[src/rtl/oam_dma_arbiter.sv]
// OAM DMA engine (FF46) and CPU/DMA arbiter sharing the single MMU port.
// Copies 160 bytes from page XX00 into FE00-FE9F while restricting the CPU to FF00-FFFF.
module oam_dma_arbiter #(
  parameter int unsigned BYTE_CYCLES = 4
) (
  input  logic        clk,
  input  logic        rst_n,
  input  logic [15:0] cpu_addr,
  input  logic [7:0]  cpu_wdata,
  input  logic        cpu_rd,
  input  logic        cpu_wr,
  output logic [7:0]  cpu_rdata,
  output logic        cpu_wait,
  output logic [15:0] mem_addr,
  output logic [7:0]  mem_wdata,
  output logic        mem_rd,
  output logic        mem_wr,
  input  logic [7:0]  mem_rdata,
  output logic        dma_active
);

  localparam int unsigned PH_W = (BYTE_CYCLES > 1) ? $clog2(BYTE_CYCLES) : 1;
  localparam logic [PH_W-1:0] PH_LAST = PH_W'(BYTE_CYCLES - 1);
  localparam logic [PH_W-1:0] PH_RD   = '0;
  localparam logic [PH_W-1:0] PH_WR   = PH_W'(2);
  localparam logic [7:0]      LAST_IDX = 8'd159;

  localparam logic [1:0] S_IDLE  = 2'd0;
  localparam logic [1:0] S_START = 2'd1;
  localparam logic [1:0] S_XFER  = 2'd2;

  logic [1:0]      state_q, state_d;
  logic [PH_W-1:0] ph_q, ph_d;
  logic [7:0]      idx_q, idx_d;
  logic [7:0]      src_page_q, src_page_d;
  logic [15:0]     mem_addr_q, mem_addr_d;
  logic [7:0]      mem_wdata_q, mem_wdata_d;
  logic            mem_rd_q, mem_rd_d;
  logic            mem_wr_q, mem_wr_d;
  logic            rd1_fwd_q, rd1_fwd_d;
  logic            rd1_int_q, rd1_int_d;
  logic [7:0]      rd1_val_q, rd1_val_d;
  logic            rd2_fwd_q, rd2_fwd_d;
  logic [7:0]      cpu_rdata_q, cpu_rdata_d;

  logic       cpu_req, hi_page, is_ff46, in_xfer, dma_slot;
  logic       grant, blocked, fwd;
  logic [7:0] src_eff;

  assign cpu_req  = cpu_rd | cpu_wr;
  assign hi_page  = (cpu_addr[15:8] == 8'hFF);
  assign is_ff46  = (cpu_addr == 16'hFF46);
  assign in_xfer  = (state_q == S_XFER);
  assign dma_slot = in_xfer && ((ph_q == PH_RD) || (ph_q == PH_WR));
  assign cpu_wait = cpu_req && hi_page && dma_slot;
  assign grant    = cpu_req && !cpu_wait;
  assign blocked  = in_xfer && !hi_page;
  assign fwd      = grant && !blocked && !is_ff46;
  assign src_eff  = (src_page_q >= 8'hE0) ? (src_page_q - 8'h20) : src_page_q;

  always_comb begin
    state_d     = state_q;
    ph_d        = ph_q;
    idx_d       = idx_q;
    src_page_d  = src_page_q;
    mem_addr_d  = mem_addr_q;
    mem_wdata_d = mem_wdata_q;
    mem_rd_d    = 1'b0;
    mem_wr_d    = 1'b0;
    rd1_fwd_d   = 1'b0;
    rd1_int_d   = 1'b0;
    rd1_val_d   = rd1_val_q;
    rd2_fwd_d   = rd1_fwd_q;
    cpu_rdata_d = cpu_rdata_q;
    if (rd1_int_q) cpu_rdata_d = rd1_val_q;
    if (rd2_fwd_q) cpu_rdata_d = mem_rdata;

    case (state_q)
      S_START: begin
        if (ph_q == PH_LAST) begin
          state_d = S_XFER;
          ph_d    = '0;
        end else begin
          ph_d = ph_q + 1'b1;
        end
      end
      S_XFER: begin
        if (ph_q == PH_LAST) begin
          ph_d = '0;
          if (idx_q == LAST_IDX) state_d = S_IDLE;
          else                   idx_d   = idx_q + 8'd1;
        end else begin
          ph_d = ph_q + 1'b1;
        end
      end
      default: begin
        state_d = S_IDLE;
        ph_d    = '0;
      end
    endcase

    // Strobes are registered: the read issued in ph 0 returns data during ph 2,
    // which is forwarded straight into the write issued in that same phase.
    if (in_xfer && (ph_q == PH_RD)) begin
      mem_rd_d   = 1'b1;
      mem_addr_d = {src_eff, idx_q};
    end else if (in_xfer && (ph_q == PH_WR)) begin
      mem_wr_d    = 1'b1;
      mem_addr_d  = {8'hFE, idx_q};
      mem_wdata_d = mem_rdata;
    end else if (fwd) begin
      mem_addr_d = cpu_addr;
      mem_rd_d   = cpu_rd;
      mem_wr_d   = cpu_wr;
      if (cpu_wr) mem_wdata_d = cpu_wdata;
    end

    if (grant && cpu_rd) begin
      if (fwd) begin
        rd1_fwd_d = 1'b1;
      end else begin
        rd1_int_d = 1'b1;
        rd1_val_d = is_ff46 ? src_page_q : 8'hFF;
      end
    end

    if (grant && cpu_wr && is_ff46) begin
      src_page_d = cpu_wdata;
      state_d    = S_START;
      ph_d       = '0;
      idx_d      = '0;
    end
  end

  always_ff @(posedge clk or negedge rst_n) begin
    if (!rst_n) begin
      state_q     <= S_IDLE;
      ph_q        <= '0;
      idx_q       <= '0;
      src_page_q  <= '0;
      mem_addr_q  <= '0;
      mem_wdata_q <= '0;
      mem_rd_q    <= 1'b0;
      mem_wr_q    <= 1'b0;
      rd1_fwd_q   <= 1'b0;
      rd1_int_q   <= 1'b0;
      rd1_val_q   <= '0;
      rd2_fwd_q   <= 1'b0;
      cpu_rdata_q <= '0;
    end else begin
      state_q     <= state_d;
      ph_q        <= ph_d;
      idx_q       <= idx_d;
      src_page_q  <= src_page_d;
      mem_addr_q  <= mem_addr_d;
      mem_wdata_q <= mem_wdata_d;
      mem_rd_q    <= mem_rd_d;
      mem_wr_q    <= mem_wr_d;
      rd1_fwd_q   <= rd1_fwd_d;
      rd1_int_q   <= rd1_int_d;
      rd1_val_q   <= rd1_val_d;
      rd2_fwd_q   <= rd2_fwd_d;
      cpu_rdata_q <= cpu_rdata_d;
    end
  end

  assign mem_addr   = mem_addr_q;
  assign mem_wdata  = mem_wdata_q;
  assign mem_rd     = mem_rd_q;
  assign mem_wr     = mem_wr_q;
  assign dma_active = (state_q != S_IDLE);
  // A forwarded read's data is passed through in its return cycle, then held.
  assign cpu_rdata  = rd2_fwd_q ? mem_rdata : cpu_rdata_q;

endmodule

[config.mk]
export PLATFORM = sky130hd
export DESIGN_NAME = oam_dma_arbiter
export DESIGN_NICKNAME = d
export VERILOG_FILES = /design/src/rtl/oam_dma_arbiter.sv
export SDC_FILE = /design/constraint.sdc
export NUM_CORES = 1
export LEC_CHECK = 0
export ABC_AREA = 1
export CAP_MARGIN = 20
export CORE_UTILIZATION = 55
export DETAILED_ROUTE_END_ITERATION = 7
export PLACE_DENSITY = 0.86
export REMOVE_ABC_BUFFERS = 1
export SLEW_MARGIN = 20
export SYNTH_ARGS = -nofsm -noshare
export SYNTH_HDL_FRONTEND = slang
export SYNTH_SLANG_ARGS = --single-unit
[constraint.sdc]
create_clock -name clk -period 3.6 [get_ports clk]
set_input_delay 0.54 -clock clk [delete_from_list [all_inputs] [get_ports clk]]
set_output_delay 0.54 -clock clk [all_outputs]
set_load 0.005 [all_outputs]
==> flow_metrics.env <==
export IMPL_ant_nets=0
export IMPL_crit_buf_inv=3
export IMPL_vias=2997
export IMPL_die_width_um=79.2
export IMPL_end_kind="output port"
export IMPL_status="finished clean"
export IMPL_syn_avg_cell_area_um2=8.05
export IMPL_drt_initial_drc_count=286
export IMPL_crit_chain="inv_1, ha_1, nand2_2, nand2_1, buf_4, nand2_2, nor2_4, clkdlybuf4s50_1"
export IMPL_clk_pin_slew_worst_paths_ns=0.07
export IMPL_ys_flop_type="dfrtp_1"
export IMPL_area_delta_synth_final_pct=30.1
export IMPL_r2r_setup_slack_ns=0.92
export IMPL_drt_wirelength_per_cell_um=14.9
export IMPL_utilization_pct=75.6
export IMPL_drive_above_1_share_pct=8.09
export IMPL_timing_critical_path_required_ns=3.06
export IMPL_rows=27
export IMPL_synth_cells=407
export IMPL_p_int_uw=1420
export IMPL_slew_violations=0
export IMPL_postCtsHoldBufs=0
export IMPL_post_cts_buffers=0
export IMPL_die_area_um2=6270
export IMPL_hold_path_class="primary input to asynchronous set/reset pin"
export IMPL_worstReg2RegEnd="rd1_val_q[1]$_DFFE_PN0P_"
export IMPL_dpl_hpwl_mm=5.92
export IMPL_fin_skew_ns=0.0107
export IMPL_maxCapViolations=0
export IMPL_yosys_warnings=0
export IMPL_reg2reg_depth=12
export IMPL_antenna_cells=0
export IMPL_switchingPower_uw=428
export IMPL_combPwrFrac_pct=13.1
export IMPL_synthMostInstantiatedCell="nand2_1"
export IMPL_synth_top_area_share_pct=49.6
export IMPL_crit_top_cell="nand2_2"
export IMPL_grt_max_degree=42
export IMPL_slew_headroom_pct=53.1
export IMPL_cp_depth=8
export IMPL_worstReg2RegStart="state_q[0]$_DFFE_PN0P_"
export IMPL_cts_max_level=3
export IMPL_power_density_nw_per_um2=432
export IMPL_netlist_top_cells_count="115 x nand2_1, 65 x dfrtp_1, 45 x inv_1, 38 x nand3_1, 35 x nor2_1"
export IMPL_cp_arrival_ns=2.59
export IMPL_seq_power_share_pct=44.1
export IMPL_finalCriticalPeriod_ns=3.13
export IMPL_cts_tree="done"
export IMPL_ios=72
export IMPL_worst_slew_pin_slew_ns=0.703
export IMPL_viasPerCell=5.41
export IMPL_ys_seq_area_share_pct=49.6
export IMPL_power_share_switching_pct=23.2
export IMPL_critical_path_class="flip-flop to output port"
export IMPL_setup_viol=0
export IMPL_yosysUniqueCellTypes=25
export IMPL_die_h_um=79.2
export IMPL_initial_core_util_pct=58.1
export IMPL_grt_remaining_overflow=0
export IMPL_clk_latency_ns=0.36
export IMPL_crit_start="state_q[0]$_DFFE_PN0P_"
export IMPL_final_nets=521
export IMPL_ctsResizeCount=0
export IMPL_grt_pass1_vias=2979
export IMPL_netlist_area_um2=3280
export IMPL_grt_usage_pct=29.0
export IMPL_start_kind="flip-flop"
export IMPL_hold_slack_ns=0.176
export IMPL_clock_fmax_mhz=320
export IMPL_cpLargestDelayFamily="buffers and inverters"
export IMPL_ys_ff_latch=65
export IMPL_clockBufferDepth=2
export IMPL_cp_max_fo=20
export IMPL_synthArstFlopShare_pct=100
export IMPL_drc_errors=0
export IMPL_tns_ns=0
export IMPL_synth_edf_count=0
export IMPL_leakagePower_uw=0.00206
export IMPL_yosys_top_cells_area="dfrtp_1 50%, nand2_1 13%, nand3_1 5.8%"
export IMPL_numPortBuffers=71
export IMPL_cts_buffers=9
export IMPL_grt_pass1_wl_mm=13.6
export IMPL_firstDrtPassIters=4
export IMPL_endpoint="cpu_wait"
export IMPL_power_share_clock_pct=42.8
export IMPL_core_um2=5640
export IMPL_rsz0062_at_grt="no"
export IMPL_finalCritPeriodShare_pct=86.9
export IMPL_critical_path_max_stage_delay_ns=0.52
export IMPL_critPathSlowestCell="clkdlybuf4s50_1"
export IMPL_antenna_found_initial=0
export IMPL_ir_worst_vdd_mv=0.272
export IMPL_finalHoldViolations=0
export IMPL_cts_root_buf="clkbuf_8"
export IMPL_wl_mm=8.26
export IMPL_netlist_top_cell_by_area="dfrtp_1"
export IMPL_place_congestion=0.833
export IMPL_clkSinkCount=65
[flip-flops by register name, summed over array words and instances (netlist names)]
name and count:
idx_q 8, mem_addr 16, cpu_rdata_q 8, state_q 2, rd1_int_q 1, src_page_q 8, mem_rd 1, mem_wr 1
rd2_fwd_q 1, ph_q 2, mem_wdata 8, rd1_val_q 8, rd1_fwd_q 1
[stage by stage]
step | instance area (µm²) | total power (µW) | instances | setup WS [ns]
after floorplan | 3200 | 908 | 393 | 1.31
after global placement | 4010 | 1060 | 538 | 0.899
after detailed placement | 4010 | 1070 | 538 | 0.884
after CTS | 4270 | 1840 | 554 | 0.504
after global routing | 4270 | 1910 | 554 | 0.310
final | 4270 | 1840 | 554 | 0.472
[metal layers]
| metal | up-vias | track usage (%) | routed length [µm] |
|---|---|---|---|
| met4 | 0 | 15.5 | 258 |
| met3 | 27 | 4.25 | 554 |
| met2 | 123 | 45.3 | 3920 |
| met5 | - | 0 | 0 |
| li1 | 1449 | - | - |
| met1 | 1398 | 38.9 | 3530 |
[power groups by stage]
stage	Combinational (µW)	Sequential (µW)	Clock, µW
2_1_floorplan	86.7	822	0
3_3_place_gp	234	825	0
3_5_place_dp	241	826	0
4_1_cts	243	812	785
5_1_grt	269	819	823
6_report	242	813	789
[logic make-up after synthesis]
logic type | share of synthesized area [%]
and+or+nand+nor | 26.5
muxes | 2.75
AOI/OAI and AO/OA | 10.4
buffers and inverters | 7.63
adders and majority gates | 3.05
DFF | 49.6
[worst register-to-register path, cell delays in order (launching register included)]
cell and delay (ns):
dfrtp_1 0.40, inv_1 0.09, ha_1 0.32, nand2_2 0.27, nand2_1 0.14, buf_4 0.24, nand2_2 0.10, nor2_4 0.17
nor2_2 0.06, nand2_2 0.34, nand2_4 0.21, nand2_1 0.11, o21ai_0 0.10
[cell type report]
type	instances	area (µm²)
Multi-Input combinational cell	282	1400
Clock inverter	4	98.8
Inverter	46	173
Fill cell	388	1380
Sequential cell	65	1630
Tap cell	72	90.1
Timing Repair Buffer	73	721
Clock buffer	12	155
[cells in the final DEF, fill, tap and decap left out, drive strengths merged]
| master | instances |
|---|---|
| dfrtp | 65 |
| nand2 | 124 |
| nor2 | 37 |
| clkdlybuf4s50 | 70 |
| ha | 8 |
| nand3 | 38 |
| a21oi | 11 |
| clkbuf | 12 |
| o211ai | 8 |
| a31oi | 3 |
| inv | 46 |
| bufinv | 3 |
| nor3 | 3 |
| o21ai | 38 |
| mux2 | 8 |
| and3 | 1 |
| o22a | 2 |
| buf | 3 |
| clkinv | 1 |
| or2 | 1 |
[how the worst min path moves through the flow]
stage	from	end	slack, ns	depth (start not counted)
detailed placement	rd1_fwd_q$_DFF_PN0_	rd2_fwd_q$_DFF_PN0_	0.34	0
finish	rst_n	mem_addr[10]$_DFFE_PN0P_	0.18	1
floorplan	rst_n	cpu_rdata_q[0]$_DFFE_PN0P_	0.24	0
CTS	rst_n	mem_addr[10]$_DFFE_PN0P_	0.20	1
global route	rst_n	mem_addr[3]$_DFFE_PN0P_	0.24	1
global placement	rd1_fwd_q$_DFF_PN0_	rd2_fwd_q$_DFF_PN0_	0.34	0
No activity file was read; power rests on OpenSTA's default activity.
